===== config.mk =====
export PLATFORM = sky130hd
export DESIGN_NAME = rah_uart_packer
export DESIGN_NICKNAME = d
export VERILOG_FILES = /design/src/rtl/rah_uart_pkg.sv /design/src/rtl/uart_rx_core.sv /design/src/rtl/rah_uart_packer.sv
export SDC_FILE = /design/constraint.sdc
export NUM_CORES = 1
export LEC_CHECK = 0
export ABC_AREA = 1
export CORE_MARGIN = 8
export CORE_UTILIZATION = 51
export CTS_BUF_LIST = sky130_fd_sc_hd__clkbuf_16
export DETAILED_ROUTE_END_ITERATION = 10
export PLACE_DENSITY = 0.75
export REMOVE_ABC_BUFFERS = 1
export SLEW_MARGIN = 40
export SYNTH_ARGS = -nofsm -noshare
export SYNTH_HDL_FRONTEND = slang
export SYNTH_SLANG_ARGS = --single-unit

===== constraint.sdc =====
create_clock -name clk -period 1.45 [get_ports clk]
set_input_delay 0.29 -clock clk [delete_from_list [all_inputs] [get_ports clk]]
set_output_delay 0.29 -clock clk [all_outputs]
set_load 0.02 [all_outputs]

===== src/rtl/rah_uart_pkg.sv =====
// Shared constants and types for the UART-to-RAH ingress path.
// Words are one header byte carrying the payload count, then up to five payload bytes.
package rah_uart_pkg;

    localparam int HDR_BITS      = 8;
    localparam int PAYLOAD_BYTES = 5;
    localparam int COUNT_W       = 3;

    typedef enum logic [2:0] {
        IDLE,
        START,
        DATA,
        STOP,
        BREAK
    } rx_state_t;

    // Header byte: the payload count is zero-extended into the top byte of the word.
    function automatic logic [HDR_BITS-1:0] rah_header(input logic [COUNT_W-1:0] count);
        return {{(HDR_BITS-COUNT_W){1'b0}}, count};
    endfunction

endpackage


===== src/rtl/uart_rx_core.sv =====
// 8N1 UART receiver: two-flop synchronizer, then a mid-bit sampling FSM.
// Emits a one-cycle byte_valid per good byte and a one-cycle frame_error per bad stop bit.
module uart_rx_core
    import rah_uart_pkg::*;
#(
    parameter int CLKS_PER_BIT = 868
) (
    input  logic       clk,
    input  logic       rst,
    input  logic       uart_rx_pin,
    output logic       byte_valid,
    output logic [7:0] byte_data,
    output logic       frame_error
);

    localparam int              CNT_W     = $clog2(CLKS_PER_BIT);
    localparam logic [CNT_W-1:0] HALF_LAST = CNT_W'(CLKS_PER_BIT/2 - 1);
    localparam logic [CNT_W-1:0] BIT_LAST  = CNT_W'(CLKS_PER_BIT - 1);

    logic             sync1_reg;
    logic             rx_s_reg;
    rx_state_t        state_reg;
    logic [CNT_W-1:0] cnt_reg;
    logic [2:0]       bit_idx_reg;
    logic [7:0]       shift_reg;
    logic             byte_valid_reg;
    logic             frame_error_reg;

    // Flops reset to the idle-high line level so reset never looks like a start bit.
    always_ff @(posedge clk) begin
        if (rst) begin
            sync1_reg <= 1'b1;
            rx_s_reg  <= 1'b1;
        end else begin
            sync1_reg <= uart_rx_pin;
            rx_s_reg  <= sync1_reg;
        end
    end

    always_ff @(posedge clk) begin
        if (rst) begin
            state_reg       <= IDLE;
            cnt_reg         <= '0;
            bit_idx_reg     <= '0;
            shift_reg       <= '0;
            byte_valid_reg  <= 1'b0;
            frame_error_reg <= 1'b0;
        end else begin
            byte_valid_reg  <= 1'b0;
            frame_error_reg <= 1'b0;
            case (state_reg)
                IDLE: begin
                    if (!rx_s_reg) begin
                        state_reg <= START;
                        cnt_reg   <= '0;
                    end
                end
                // Re-check the line half a bit in; a short low pulse falls back to IDLE.
                START: begin
                    if (cnt_reg == HALF_LAST) begin
                        cnt_reg     <= '0;
                        bit_idx_reg <= '0;
                        state_reg   <= rx_s_reg ? IDLE : DATA;
                    end else begin
                        cnt_reg <= cnt_reg + 1'b1;
                    end
                end
                DATA: begin
                    if (cnt_reg == BIT_LAST) begin
                        cnt_reg   <= '0;
                        shift_reg <= {rx_s_reg, shift_reg[7:1]};
                        if (bit_idx_reg == 3'd7) begin
                            state_reg <= STOP;
                        end else begin
                            bit_idx_reg <= bit_idx_reg + 1'b1;
                        end
                    end else begin
                        cnt_reg <= cnt_reg + 1'b1;
                    end
                end
                STOP: begin
                    if (cnt_reg == BIT_LAST) begin
                        cnt_reg <= '0;
                        if (rx_s_reg) begin
                            byte_valid_reg <= 1'b1;
                            state_reg      <= IDLE;
                        end else begin
                            frame_error_reg <= 1'b1;
                            state_reg       <= BREAK;
                        end
                    end else begin
                        cnt_reg <= cnt_reg + 1'b1;
                    end
                end
                // A held-low line must return high before another start is accepted.
                BREAK: begin
                    if (rx_s_reg) begin
                        state_reg <= IDLE;
                    end
                end
                default: state_reg <= IDLE;
            endcase
        end
    end

    assign byte_valid  = byte_valid_reg;
    assign byte_data   = shift_reg;
    assign frame_error = frame_error_reg;

endmodule


===== src/rtl/rah_uart_packer.sv =====
// Groups received UART bytes into 48-bit RAH words (count header + 5 payload slots)
// and strobes each finished word to the encoder slot; an idle timeout flushes partial words.
module rah_uart_packer
    import rah_uart_pkg::*;
#(
    parameter int RAH_PACKET_WIDTH = 48,
    parameter int CLKS_PER_BIT     = 868,
    parameter int TIMEOUT_CYCLES   = 8680
) (
    input  logic                        clk,
    input  logic                        rst,
    input  logic                        uart_rx_pin,
    output logic [RAH_PACKET_WIDTH-1:0] data,
    output logic                        send_data,
    output logic                        frame_error
);

    localparam int                 PAYLOAD_W = PAYLOAD_BYTES * 8;
    localparam int                 TO_W      = $clog2(TIMEOUT_CYCLES + 1);
    localparam logic [TO_W-1:0]    TO_LAST   = TO_W'(TIMEOUT_CYCLES - 1);
    localparam logic [COUNT_W-1:0] LAST_SLOT = COUNT_W'(PAYLOAD_BYTES - 1);

    logic       byte_valid;
    logic [7:0] byte_data;

    uart_rx_core #(
        .CLKS_PER_BIT (CLKS_PER_BIT)
    ) u_rx (
        .clk         (clk),
        .rst         (rst),
        .uart_rx_pin (uart_rx_pin),
        .byte_valid  (byte_valid),
        .byte_data   (byte_data),
        .frame_error (frame_error)
    );

    logic [7:0]                  slot_reg  [PAYLOAD_BYTES];
    logic [7:0]                  slot_next [PAYLOAD_BYTES];
    logic [PAYLOAD_W-1:0]        payload_next;
    logic [COUNT_W-1:0]          fill_reg;
    logic [COUNT_W-1:0]          word_count;
    logic [TO_W-1:0]             timeout_reg;
    logic                        full_flush;
    logic                        timeout_flush;
    logic                        flush;
    logic [RAH_PACKET_WIDTH-1:0] data_reg;
    logic                        send_data_reg;

    // The incoming byte is merged into its slot before word assembly, so a
    // fifth byte lands in the emitted word in the same cycle it is accepted.
    generate
        for (genvar gi = 0; gi < PAYLOAD_BYTES; gi++) begin : g_slot
            assign slot_next[gi] = (byte_valid && fill_reg == COUNT_W'(gi)) ? byte_data : slot_reg[gi];
            assign payload_next[PAYLOAD_W-1-8*gi -: 8] = slot_next[gi];
        end
    endgenerate

    assign word_count    = fill_reg + COUNT_W'(byte_valid);
    assign full_flush    = byte_valid && (fill_reg == LAST_SLOT);
    // A byte arriving on the terminal count wins: it is appended instead.
    assign timeout_flush = !byte_valid && (fill_reg != '0) && (timeout_reg == TO_LAST);
    assign flush         = full_flush || timeout_flush;

    always_ff @(posedge clk) begin
        for (int k = 0; k < PAYLOAD_BYTES; k++) begin
            if (rst || flush) begin
                slot_reg[k] <= '0;
            end else begin
                slot_reg[k] <= slot_next[k];
            end
        end
    end

    always_ff @(posedge clk) begin
        if (rst) begin
            fill_reg      <= '0;
            timeout_reg   <= '0;
            data_reg      <= '0;
            send_data_reg <= 1'b0;
        end else begin
            send_data_reg <= flush;
            if (flush) begin
                data_reg    <= RAH_PACKET_WIDTH'({rah_header(word_count), payload_next});
                fill_reg    <= '0;
                timeout_reg <= '0;
            end else if (byte_valid) begin
                fill_reg    <= word_count;
                timeout_reg <= '0;
            end else if (fill_reg != '0) begin
                timeout_reg <= timeout_reg + 1'b1;
            end
        end
    end

    assign data      = data_reg;
    assign send_data = send_data_reg;

endmodule


### Word-level counts from Yosys, hierarchy flattened

Memory sizes are Yosys's and may differ from the RTL's.
Cells that the tools add are included.

* flip-flop bits (word level): 89
* bits in writable memories: 40
* input port bits: 3
* output and inout port bits: 50
* logic and storage cells: 98
* memories: 1

* $add $sub $neg: 4
* eq/ne operators: 19
* multiplexer cells: 32
* bitwise logic cells: 7
* reductions and logical operators: 23

Memories
* slot_reg: words 5, width 8, read ports 5, clocked after memory_dff 0, write ports 5, RTL line rah_uart_packer.sv:37 `logic [7:0] slot_reg [PAYLOAD_BYTES];`

Operators with widths (count)
* 2-to-1 mux 8 bit: 10
* 2-to-1 mux 10 bit: 3
* 2-to-1 mux 3 bit: 10
* one-hot mux 10 bit (3 select lines): 1
* one-hot mux 3 bit (5 select lines): 1
* adder 14 x 1 -> 14 bit (second input constant): 1
* == test 14 bit (second input constant): 1
* == test 3 x 2 -> 1 bit (second input constant): 4
* adder 10 x 1 -> 10 bit (second input constant): 1
* == test 10 bit (second input constant): 1
* == test 10 x 9 -> 1 bit (second input constant): 1
* != test 2 x 1 -> 1 bit (second input constant): 5
* == test 3 bit (second input constant): 3
* logical AND 1 bit: 7
* == test 3 x 1 -> 1 bit (second input constant): 2
* logical NOT 3 bit: 2
* one-hot mux 3 bit (2 select lines): 1
* AND reduction 6 bit: 1
* nonzero test 3 bit: 2
* OR reduction 3 bit: 2
* 2-to-1 mux 1 bit: 5
* bitwise OR 1 bit: 5
* != test 2 bit (second input constant): 2
* AND reduction 2 bit: 2
* 9 further kinds: 12

### Depth between registers and ports, before layout

* depth after elaboration: 8
* mapped depth: 11

### Cells and area by module

From an unflattened synthesis, not the netlist that was laid out.

* cells, all modules: 800
* area, all modules: 5789.3 um^2

By module, submodules not included
* rah_uart_packer: times used 1, cells each 594, area an instance 4291.6 um^2, seq. area each 2021.9 um^2
* uart_rx_core: times used 1, cells each 206, area an instance 1497.7 um^2, seq. area each 560.5 um^2

### Worst setup path before layout

Ideal clock, no wire load.

* path type: reg2reg
* start point: reg timeout_reg[0]
* end point: reg data_reg[38], in the netlist data[38]
* library setup time: 0.119 ns
* data arrival time: 1.371 ns
* required time: 1.331 ns
* slack: -0.040 ns
* cell stages (with the launch flop): 10
* clock period less this slack: 1.490 ns
* path through: dfxtp_1 > ha_1 > nand2_1 > nor3_1 > nand3_4 > nand2_4 > nor2_4 > buf_2 > nand2_1 > o21ai_2

* word-level cells in the longest chain between the ends: 3

RTL lines
* start, declared: RTL line rah_uart_packer.sv:42 `logic [TO_W-1:0] timeout_reg;`
* start signal, assigned: RTL line rah_uart_packer.sv:90 `timeout_reg <= timeout_reg + 1'b1;`
* == test 14 bit: RTL line rah_uart_packer.sv:61 `assign timeout_flush = !byte_valid && (fill_reg != '0) && (timeout_reg == TO_LAST);`
* logical AND 1 bit: RTL line rah_uart_packer.sv:61
* logical OR 1 bit: RTL line rah_uart_packer.sv:62 `assign flush = full_flush || timeout_flush;`
* end signal, assigned: RTL line rah_uart_packer.sv:83 `data_reg <= RAH_PACKET_WIDTH'({rah_header(word_count), payload_next});`
* end, declared: RTL line rah_uart_packer.sv:46 `logic [RAH_PACKET_WIDTH-1:0] data_reg;`

Every way passes these cells.
A chain may end at the register's enable or synchronous reset.

==> run_results.csv <==
group,metric,value,unit
run_status,status,"finished, violations left",
run_status,violations,"negative setup slack",
pwr,vdd_drop_max,0.945,mV
yosys,synthTopCellsByArea,"dfxtp_1 48%, nand2_1 12%, o21ai_2 6.7%",
hold_path,hold_path_class,"reg2reg",
drt,drt_iter0_markers,608,
timing,fin_ws,-0.254,ns
clock_tree,cts_tree,"yes",
yosys,synth_common_cells,"166 x nand2_1, 129 x dfxtp_1, 93 x nor2_1",
floorplan,die_h,118,um
yosys,syn_inst,683,
global_route,grt_pass1_wl,24200,um
pwr,p_seq_frac,0.416,
pwr,clockPowerShare,0.427,
pwr,switching_share,0.297,
yosys,synth-main-ff-cell,"dfxtp_1",
floorplan,die_x,118,um
cells_and_area,final_cells,969,
yosys,synth.avg_cell_area,7.81,sq um
setup_path,crit_arrival,2.04,ns
pwr,power.static_leakage,3.31,nW
setup_path,path_common_cell,"buf_12",
setup_path,crit_chain,"clkdlybuf4s15_1 -> inv_1 -> buf_4 -> nand2_4 -> buf_12 -> buf_12 -> buf_12 -> nor2_1",
cells_and_area,design_area,0.00803,sq mm
global_route,grt_usage,0.212,
setup_path,crit_family,"buffers and inverters",
placement,dp_slack,-0.496,ns
global_route,grt_pass1_vias,5057,
pwr,power,8.98,mW
floorplan,pin_count,53,
cells_and_area,final_core_util,0.784,
timing,skew,0.00996,ns
setup_path,crit_slowest_cell,"inv_1",
setup_path,worstSetupPathType,"in2reg",
clock_tree,cts.path.max_buffers,2,
timing,tightest_slew,0.558,ns
yosys,ys_warn_count,0,
placement,globalplace.congestion,0.823,
drt,drc_errors,0,
cells_and_area,largest_reg_flops,43,
setup_path,critical_path.max_stage_delay,0.47,ns
clock_tree,root_buffer,"clkbuf_16",
timing,max_slew_margin,0.628,
drt,vias_per_cell,5.78,
drt,routedWlPerCell,20.5,um
timing,hold_viol,0,
placement,dp_hpwl,8270,um
floorplan,core-area,0.0102,sq mm
yosys,synth_edf_count,0,
yosys,ys_seq_area_frac,0.484,
pwr,combinationalPowerShare,0.157,
drt,final_antenna_net_count,0,
flow_run,drv_cap,0,
yosys,synth_area_leader_cell,"dfxtp_1",
clock_tree,htree_levels,4,
setup_path,crit_buf_inv,6,
timing,setup_tns,-12.73,ns
setup_path,path_max_fanout,6,
yosys,yosysTopAreaCellShare,0.484,
timing,hold_ws,0.417,ns
clock_tree,numCtsBuffers,17,
timing,drv_slew,0,
global_route,grt_antenna_before_repair,0,
cells_and_area,final_nets,831,
timing,setup_violations,113,
floorplan,rows,37,
yosys,ys_types,28,
floorplan,start_util,0.522,
drt,vias,5603,
floorplan,die_area,0.0140,sq mm
yosys,ys_seq_elements,129,
setup_path,startpoint_type,"primary input",
clock_tree,cts_sinks,129,
setup_path,end_kind,"flip-flop",
yosys,yosysMostFrequentCell,"nand2_1",
yosys,syn_area,0.00534,sq mm
drt,wl,19800,um
placement,port_buffers,47,
pwr,pwr_density_cell,1120,mW/mm^2
global_route,grt_max_degree,17,
setup_path,cp_data_required_time,1.79,ns
pwr,internal_power,6.31,mW
pwr,p_sw,2.66,mW
cells_and_area,n_antenna_cell,0,
timing,rsz0062_at_grt,"true",
cells_and_area,syn_to_final_growth,50.4,%
yosys,async_flop_share,0,
timing,max_freq,0.587,GHz
global_route,grt.overflow.total,0,
placement,place_area,0.00629,sq mm
timing,finalCritPeriodShare,1.18,
placement,dp.cells,896,
drt,dr.pass1.iters,6,
cells_and_area,drive_above_1_share,0.384,
timing,fin_crit,1.70,ns
clock_tree,worstSkewPairLatency,0.43,ns
clock_tree,cts.reportedPaths.clkPinSlew,0.06,ns
-- path summary, 6_finish.rpt --
check / end / slack, ns / cells past startpoint / start
hold reg to reg: u_rx.rx_s_reg / 0.42 / 1 / u_rx.sync1_reg
setup reg to reg: timeout_reg[1] / -0.20 / 8 / fill_reg[1]
setup / recovery: slot_reg[0][0] / -0.25 / 8 / rst
hold / removal: u_rx.rx_s_reg / 0.42 / 1 / u_rx.sync1_reg
-- worst reg2reg max path, stage by stage (launching register included) --
cell	delay, ns
dfxtp_2	0.35
nor2_4	0.05
buf_4	0.15
nand3_4	0.12
buf_8	0.17
nand4_1	0.20
buf_4	0.22
clkbuf_16	0.15
a21oi_1	0.14
-- power by group through the flow --
stage / clock (mW) / sequential (mW) / combinational [mW]
6_report: 3.83 / 3.73 / 1.41
3_3_place_gp: 0 / 3.74 / 0.840
4_1_cts: 3.74 / 3.67 / 0.980
3_5_place_dp: 0 / 3.75 / 0.883
5_1_grt: 3.99 / 3.73 / 1.48
2_1_floorplan: 0 / 3.74 / 0.580
-- cell families (layout without fill, tap and decap cells) --
group                    after synthesis  in the layout  synth area share
flip-flops                           129            129             0.484
buffers and inverters                107            250            0.0940
AND/OR/NAND/NOR                      312            315             0.249
adder cells (fa/ha/maj)                7              7            0.0164
other                                  1              5          0.000703
AO/OA/AOI/OAI                        116            116             0.138
XOR/XNOR                              11             11            0.0181
-- cell type report --
type / count / area (sq um)
inverter: 80 / 317
multi-input combinational: 454 / 2900
clock buffer: 17 / 425
timing repair buffer: 138 / 1510
sequential: 129 / 2610
fill: 578 / 2210
tap: 136 / 170
clock inverter: 14 / 95.1
timing repair inverter: 1 / 7.51
-- what timing repair did --
action / CTS / global route
pin swaps: 15 / 37
hold buffers: 0 / 0
buffers inserted: 13 / 17
resized for setup: 102 / 189
setup endpoints to repair: 163 / 117
gates cloned: 9 / 6
-- metal layers --
layer / up-vias / GRT usage / share of wire
met4: 0 / 0.0977 / 0.070
met2: 404 / 0.361 / 0.49
met1: 2614 / 0.239 / 0.35
met5: - / 0 / 0
li1: 2433 / - / -
met3: 152 / 0.0633 / 0.088
-- layout by cell type (no fill, tap or decap), types with 4 or more instances in the layout --
master / n
nand2_1: 128
dfxtp_1: 114
inv_1: 69
nor2_1: 67
buf_4: 51
o21ai_2: 46
dlygate4sd2_1: 34
clkbuf_16: 23
nand2_2: 22
nor2_2: 20
nand2_4: 18
o21ai_1: 17
a21oi_1: 16
a21oi_2: 15
o21ai_0: 15
nor2_4: 14
buf_6: 14
buf_12: 14
dfxtp_2: 13
nand3_1: 12
nand4_1: 9
xor2_1: 8
inv_2: 7
nand3_4: 6
clkinvlp_4: 6
nand3_2: 6
clkdlybuf4s15_1: 6
clkbuf_2: 6
conb_1: 5
a21oi_4: 4
or2_2: 4
clkinv_4: 4
(Power assumes the default switching activity.)
